File: src/rtl/lcd_pkg.sv
// lcd_pkg: shared state encoding and fixed protocol bytes for the LCD line sequencer.
package lcd_pkg;
  typedef enum logic [2:0] {IDLE, MODE, ADDR, DATA, LTRAIL, FTRAIL} state_t;
  localparam logic [7:0] MODE_WRITE = 8'h80;
  localparam int VCOM_BIT = 6;
  localparam logic [7:0] DUMMY_BYTE = 8'h00;
endpackage

File: src/rtl/lcd_line_seq.sv
// lcd_line_seq: streams mode, per-line address/data/trailer and a final dummy byte from a FWFT FIFO to an SPI shifter.
module lcd_line_seq
  import lcd_pkg::*;
#(
  parameter int DATA_WIDTH = 8,
  parameter int LINE_BYTES = 50,
  parameter int NUM_LINES = 240,
  parameter int LINE_W = 8
) (
  input  logic                  i_clk,
  input  logic                  i_rst,
  input  logic                  i_start,
  input  logic [LINE_W-1:0]     i_line_start,
  input  logic [LINE_W-1:0]     i_line_count,
  input  logic                  i_vcom,
  input  logic [DATA_WIDTH-1:0] i_rdata,
  input  logic                  i_rempty,
  output logic                  o_rinc,
  output logic [DATA_WIDTH-1:0] o_tdata,
  output logic                  o_tvalid,
  input  logic                  i_tready,
  output logic                  o_cs,
  output logic                  o_busy,
  output logic                  o_done
);
  localparam int CW = $clog2(LINE_BYTES + 1);
  state_t state, state_n;
  logic [DATA_WIDTH-1:0] tdata_n;
  logic tvalid_n, done_n, load, get_data;
  logic [CW-1:0] cnt, cnt_n;
  logic [LINE_W-1:0] line, line_n, left, left_n, line_nx;
  // state names the byte currently held in the output register
  assign load = !o_tvalid || i_tready;
  assign line_nx = (line == LINE_W'(NUM_LINES)) ? LINE_W'(1) : line + 1'b1;
  assign get_data = (state == ADDR) || (state == DATA && cnt != CW'(LINE_BYTES));
  assign o_rinc = load && get_data && !i_rempty;
  assign o_busy = state != IDLE;
  assign o_cs = o_busy;
  always_comb begin
    state_n = state;
    tdata_n = o_tdata;
    tvalid_n = o_tvalid;
    cnt_n = cnt;
    line_n = line;
    left_n = left;
    done_n = 1'b0;
    case (state)
      IDLE: if (i_start && i_line_count != '0) begin
        state_n = MODE;
        tdata_n = DATA_WIDTH'(MODE_WRITE | (8'(i_vcom) << VCOM_BIT));
        tvalid_n = 1'b1;
        line_n = (i_line_start == '0 || i_line_start > LINE_W'(NUM_LINES)) ? LINE_W'(1) : i_line_start;
        left_n = i_line_count;
        cnt_n = '0;
      end
      MODE: if (load) begin
        state_n = ADDR;
        tdata_n = DATA_WIDTH'(line);
      end
      ADDR, DATA: if (load) begin
        if (!get_data) begin
          state_n = LTRAIL;
          tdata_n = DATA_WIDTH'(DUMMY_BYTE);
          tvalid_n = 1'b1;
          cnt_n = '0;
        end else if (!i_rempty) begin
          state_n = DATA;
          tdata_n = i_rdata;
          tvalid_n = 1'b1;
          cnt_n = (state == ADDR) ? CW'(1) : cnt + 1'b1;
        end else tvalid_n = 1'b0;
      end
      LTRAIL: if (load) begin
        state_n = (left != LINE_W'(1)) ? ADDR : FTRAIL;
        tdata_n = (left != LINE_W'(1)) ? DATA_WIDTH'(line_nx) : DATA_WIDTH'(DUMMY_BYTE);
        line_n = (left != LINE_W'(1)) ? line_nx : line;
        left_n = left - 1'b1;
      end
      FTRAIL: if (load) begin
        state_n = IDLE;
        tvalid_n = 1'b0;
        done_n = 1'b1;
      end
      default: state_n = IDLE;
    endcase
  end
  always_ff @(posedge i_clk) begin
    if (i_rst) begin
      state <= IDLE;
      o_tdata <= '0;
      o_tvalid <= 1'b0;
      o_done <= 1'b0;
      cnt <= '0;
      line <= '0;
      left <= '0;
    end else begin
      state <= state_n;
      o_tdata <= tdata_n;
      o_tvalid <= tvalid_n;
      o_done <= done_n;
      cnt <= cnt_n;
      line <= line_n;
      left <= left_n;
    end
  end
endmodule

File: config.mk
export PLATFORM = sky130hd
export DESIGN_NAME = lcd_line_seq
export DESIGN_NICKNAME = d
export VERILOG_FILES = /design/src/rtl/lcd_pkg.sv /design/src/rtl/lcd_line_seq.sv
export SDC_FILE = /design/constraint.sdc
export NUM_CORES = 1
export LEC_CHECK = 0
export ABC_AREA = 1
export CAP_MARGIN = 20
export CORE_ASPECT_RATIO = 0.5
export CORE_MARGIN = 3
export CORE_UTILIZATION = 48
export DETAILED_ROUTE_END_ITERATION = 16
export PLACE_DENSITY = 0.76
export SLEW_MARGIN = 20
export SYNTH_ARGS = -nofsm -noshare
export SYNTH_HDL_FRONTEND = slang
export SYNTH_SLANG_ARGS = --single-unit
File: constraint.sdc
create_clock -name i_clk -period 1.58 [get_ports i_clk]
set_input_delay 0.158 -clock i_clk [delete_from_list [all_inputs] [get_ports i_clk]]
set_output_delay 0.158 -clock i_clk [all_outputs]
set_load 0.02 [all_outputs]
==> results.md <==
Power and ir drop:
- Power spread over the standard cell area amounts to around 1800 nW/um^2.
- The total power consumption of the routed design is ~6.4 mW.
- The leakage component of the power is approximately 1.5 nW.
- The worst supply voltage drop on vdd is between 0.0008 and 0.0009 V.

Yosys:
- The top cell type by area accounts for 28.0% of the synthesized area.
- The most common cell in the synthesized netlist is nand2_1.
- The leading register cell type out of synthesis is dfxtp_1.
- The post-synth net total is approximately 440.
- In the synthesized netlist the async set-or-reset flop fraction comes to 0%.
- The synthesized netlist occupies a cell area of between 2000 and 3000 um^2.
- The netlist uses 33 different library cells.
- Sorting the synthesized cells by area gives the leading types as dfxtp_1 28%, nand2_1 16%, nor2_1 8.9%, nand3_1 8.4%, a21oi_1 5.4%.
- Summing the sequential cell areas from Yosys gives between 20% and 30% of the chip area.
- The synthesis-stage register bit count is 35.
- The yosys synthesis warning count is 0.
- dfxtp_1 takes more of the synthesized area than any other cell.
- Each instance of the synthesized netlist takes up on average 6.21 um^2.
- The commonest cells after synthesis are 108 x nand2_1, 59 x nor2_1, 42 x nand3_1.
- The cell count after synthesis is roughly 400.
- The number of synthesized flops with an enable pin is 0.

Setup path:
- The worst setup path is launched from a register.
- The critical path is of the reg2reg type.
- The peak per-stage delay on the critical path is between 0.3 and 0.4 ns.
- The worst setup path is captured at a register.
- The worst endpoint required time is about 1.8 ns.
- The critical-path maximum fanout is 8.
- STA puts the critical path data arrival time at ~1.9 ns.
- The standard cell with the maximum stage delay on the critical path is dfxtp_2.
- The most common cell type on the critical path is nand2_1.
- Traced cell by cell, the critical path runs through inv_2, ha_2, nand2_1, nand3b_1, buf_6, nand3_4, buf_6, nand4_4, nand2_1, nand2_1, nor2_1.

GRT:
- For this run the aggregate overflow at the end of global routing stands at 0.
- The aggregate global-route resource usage is between 20% and 30%.
- Entering global routing, the biggest net connects 23 pins.
- The first-pass GRT wire length is about 12 mm.
- The number of global-route vias before repair is 2,599.
- The number of antenna violations at the first check in global routing came to 0.

Clock network:
- After clock tree synthesis, the clock-pin slew on the worst setup and hold paths is 0.07 ns.
- The longest clock path from root to sink contains 2 buffers.
- The CTS sink count is 35.
- The CTS tree is built.
- The cell at the root of the clock tree is clkbuf_8.
- The total number of H-tree levels is 2.
- The clock latency at the later pin of the worst-skew pair is between 0.2 and 0.3 ns.
- The number of buffers added by the clock tree synthesis step is 5.

Timing:
- The clock arrives with approximately 0.0046 ns of skew.
- In this run the tightest slew margin relative to its limit is approximately 69%.
- Setup repair after global routing could not meet its margin everywhere.
- Setup violations remaining at the end of the flow were counted as 16.
- The final hold violation count came to 0.
- For the pin with the worst max-slew slack, the measured transition is roughly 0.47 ns.
- The number of pins with negative max-slew slack in the final report is 0.
- In the final timing run, aggregate negative setup slack is -1.05 ns.
- Static timing analysis puts the maximum clock frequency at ~600 MHz.
- Across all setup checks in the final design, the least slack found is -0.0823 ns.
- The final cycle utilization of the critical path is 105%.
- The time the worst path needs with I/O delays and setup is 1.66 ns.

Floorplan:
- The number of placed I/O pins is 43.
- After floorplanning, the core was divided into 17 placement rows.
- The floorplan step set the die width to 108 um.
- The floorplan step defined a core boundary enclosing 4700 um^2.
- The effective utilization at floorplan is a little over half.
- From bottom edge to top edge, the die measures approximately 57 um.
- The die area is between 6000 and 7000 um^2.

Job:
- The max-cap check violation count is 0.

Layout:
- The non-filler instance count after layout is 550.
- The final-stage net count is about 520.
- Cells with a size suffix above 1 make up between 20% and 30% of the layout.
- The flip-flop and latch area is 708 um^2.
- The total area of multi-input combinational cells is ~1700 um^2.
- The share of the core filled with cells is 75.3%.
- The count of fill cells added during filler insertion is about 370.
- The number of diodes is 0.
- The signed area change from the synthesized netlist to the final layout is 41.5%.

Drt:
- In the routed layout, each cell is associated on average with a via count of about 5.2.
- The residual DRC count is 0.
- In this run, the number of DRC markers left after iteration 0 of detailed routing was 234.
- The number of optimization iterations in the first detailed-route pass is 4.
- The detailed router placed about 2,900 vias in this run.
- The routed wire length is 7.38 mm.
- The number of antenna-violating nets in the routed design is 0.
- After detailed routing, the average wire length per cell comes to roughly 13 um.

Outcome:
- The flow ran to the end, but the final reports show violations.
- The final reports fail on setup timing.

Placed design:
- The final weighted congestion in routability-driven placement is between 0.9 and 1.
- The placement-stage worst setup slack is -0.182 ns.
- The number of instances in the placed design is 532.
- The number of buffer cells added on primary ports is 42.
- Detailed placement ended at an HPWL of 5.52 mm.

Min path:
- The worst hold path belongs to the class reg2reg.
==> stage by stage <==
stage / hold WS [ns] / instance area [um^2]
2_1_floorplan: 0.227 / 2510
3_3_place_gp: 0.450 / 3190
3_5_place_dp: 0.457 / 3190
4_1_cts: 0.469 / 3390
5_1_grt: 0.485 / 3540
6_report: 0.466 / 3540
==> sequential cells by signal, indices dropped and copies added, names as in the netlist <==
signal    cells
state         3
o_tvalid      1
o_done        1
o_tdata       8
line          8
cnt           6
left          8
==> worst paths after layout <==
kind | depth (start not counted) | slack (ns) | end | from
worst max-delay path | 11 | -0.08 | o_tdata[7]$_SDFFE_PP0P_ | cnt[0]$_SDFFE_PP0P_
worst max register to register | 11 | -0.08 | o_tdata[7]$_SDFFE_PP0P_ | cnt[0]$_SDFFE_PP0P_
worst min register to register | 2 | 0.47 | o_tdata[0]$_SDFFE_PP0P_ | o_tdata[0]$_SDFFE_PP0P_
worst min-delay path | 2 | 0.47 | o_tdata[0]$_SDFFE_PP0P_ | o_tdata[0]$_SDFFE_PP0P_
==> layout make-up <==
class	instances	area share, %
Clock inverter	1	0.212
Sequential cell	35	20.0
Timing Repair Buffer	83	21.7
Tap cell	66	2.33
Inverter	45	4.98
Multi-Input combinational cell	313	48.1
Clock buffer	7	2.72
==> cell usage in the layout, fill, tap and decap left out, drive strengths merged <==
master	n
or2	1
clkbuf	8
dfxtp	35
clkinv	1
nor2	67
mux2i	1
a21oi	27
clkinvlp	1
nand3b	1
a21o	1
nand3	44
o21ai	30
nor3	6
o211ai	3
xor2	2
inv	44
xnor2	2
nand2	118
clkdlybuf4s50	39
nand4	2
buf	42
ha	6
nor4	2
dlygate4sd2	1
==> kinds of logic (layout without fill, tap and decap cells) <==
kind of cell    Yosys count  count (layout)  share of synthesized area [%]
mux                       1               1                          0.400
flops                    35              35                           28.0
xor+xnor                  4               4                           1.40
simple gates            240             241                           44.8
compound gates           61              61                           12.6
buf+inv                  56             136                           9.75
fa+ha+maj                 6               6                           3.00
==> worst max-delay path, delay by kind of cell, from the launching register on <==
kind / cells / cell delay (ns)
DFF: 1 / 0.33
buffers and inverters: 3 / 0.34
adders and majority gates: 1 / 0.14
and+or+nand+nor: 7 / 0.80
==> where the power goes <==
| part | switching [mW] | internal, mW |
|---|---|---|
| combinational | 2.55 | 1.66 |
| clock | 0.334 | 0.396 |
| sequential | 0.268 | 1.18 |
| total | 3.15 | 3.23 |
==> routing by layer <==
layer  GRT usage [%]  part of all wire [%]  vias up
met5               0                     0        -
met4            4.86                   1.1        0
met3            5.76                   6.4       11
met2            39.0                    44       98
met1            35.3                    48     1303
li1                -                     -     1454
==> timing repair <==
action | CTS | global route
pin swaps | 10 | 10
endpoints found under the setup margin | 22 | 37
hold buffers | 0 | 0
gates cloned | 0 | 1
resized for setup | 22 | 40
setup buffers | 4 | 5
(Power assumes the default switching activity.)
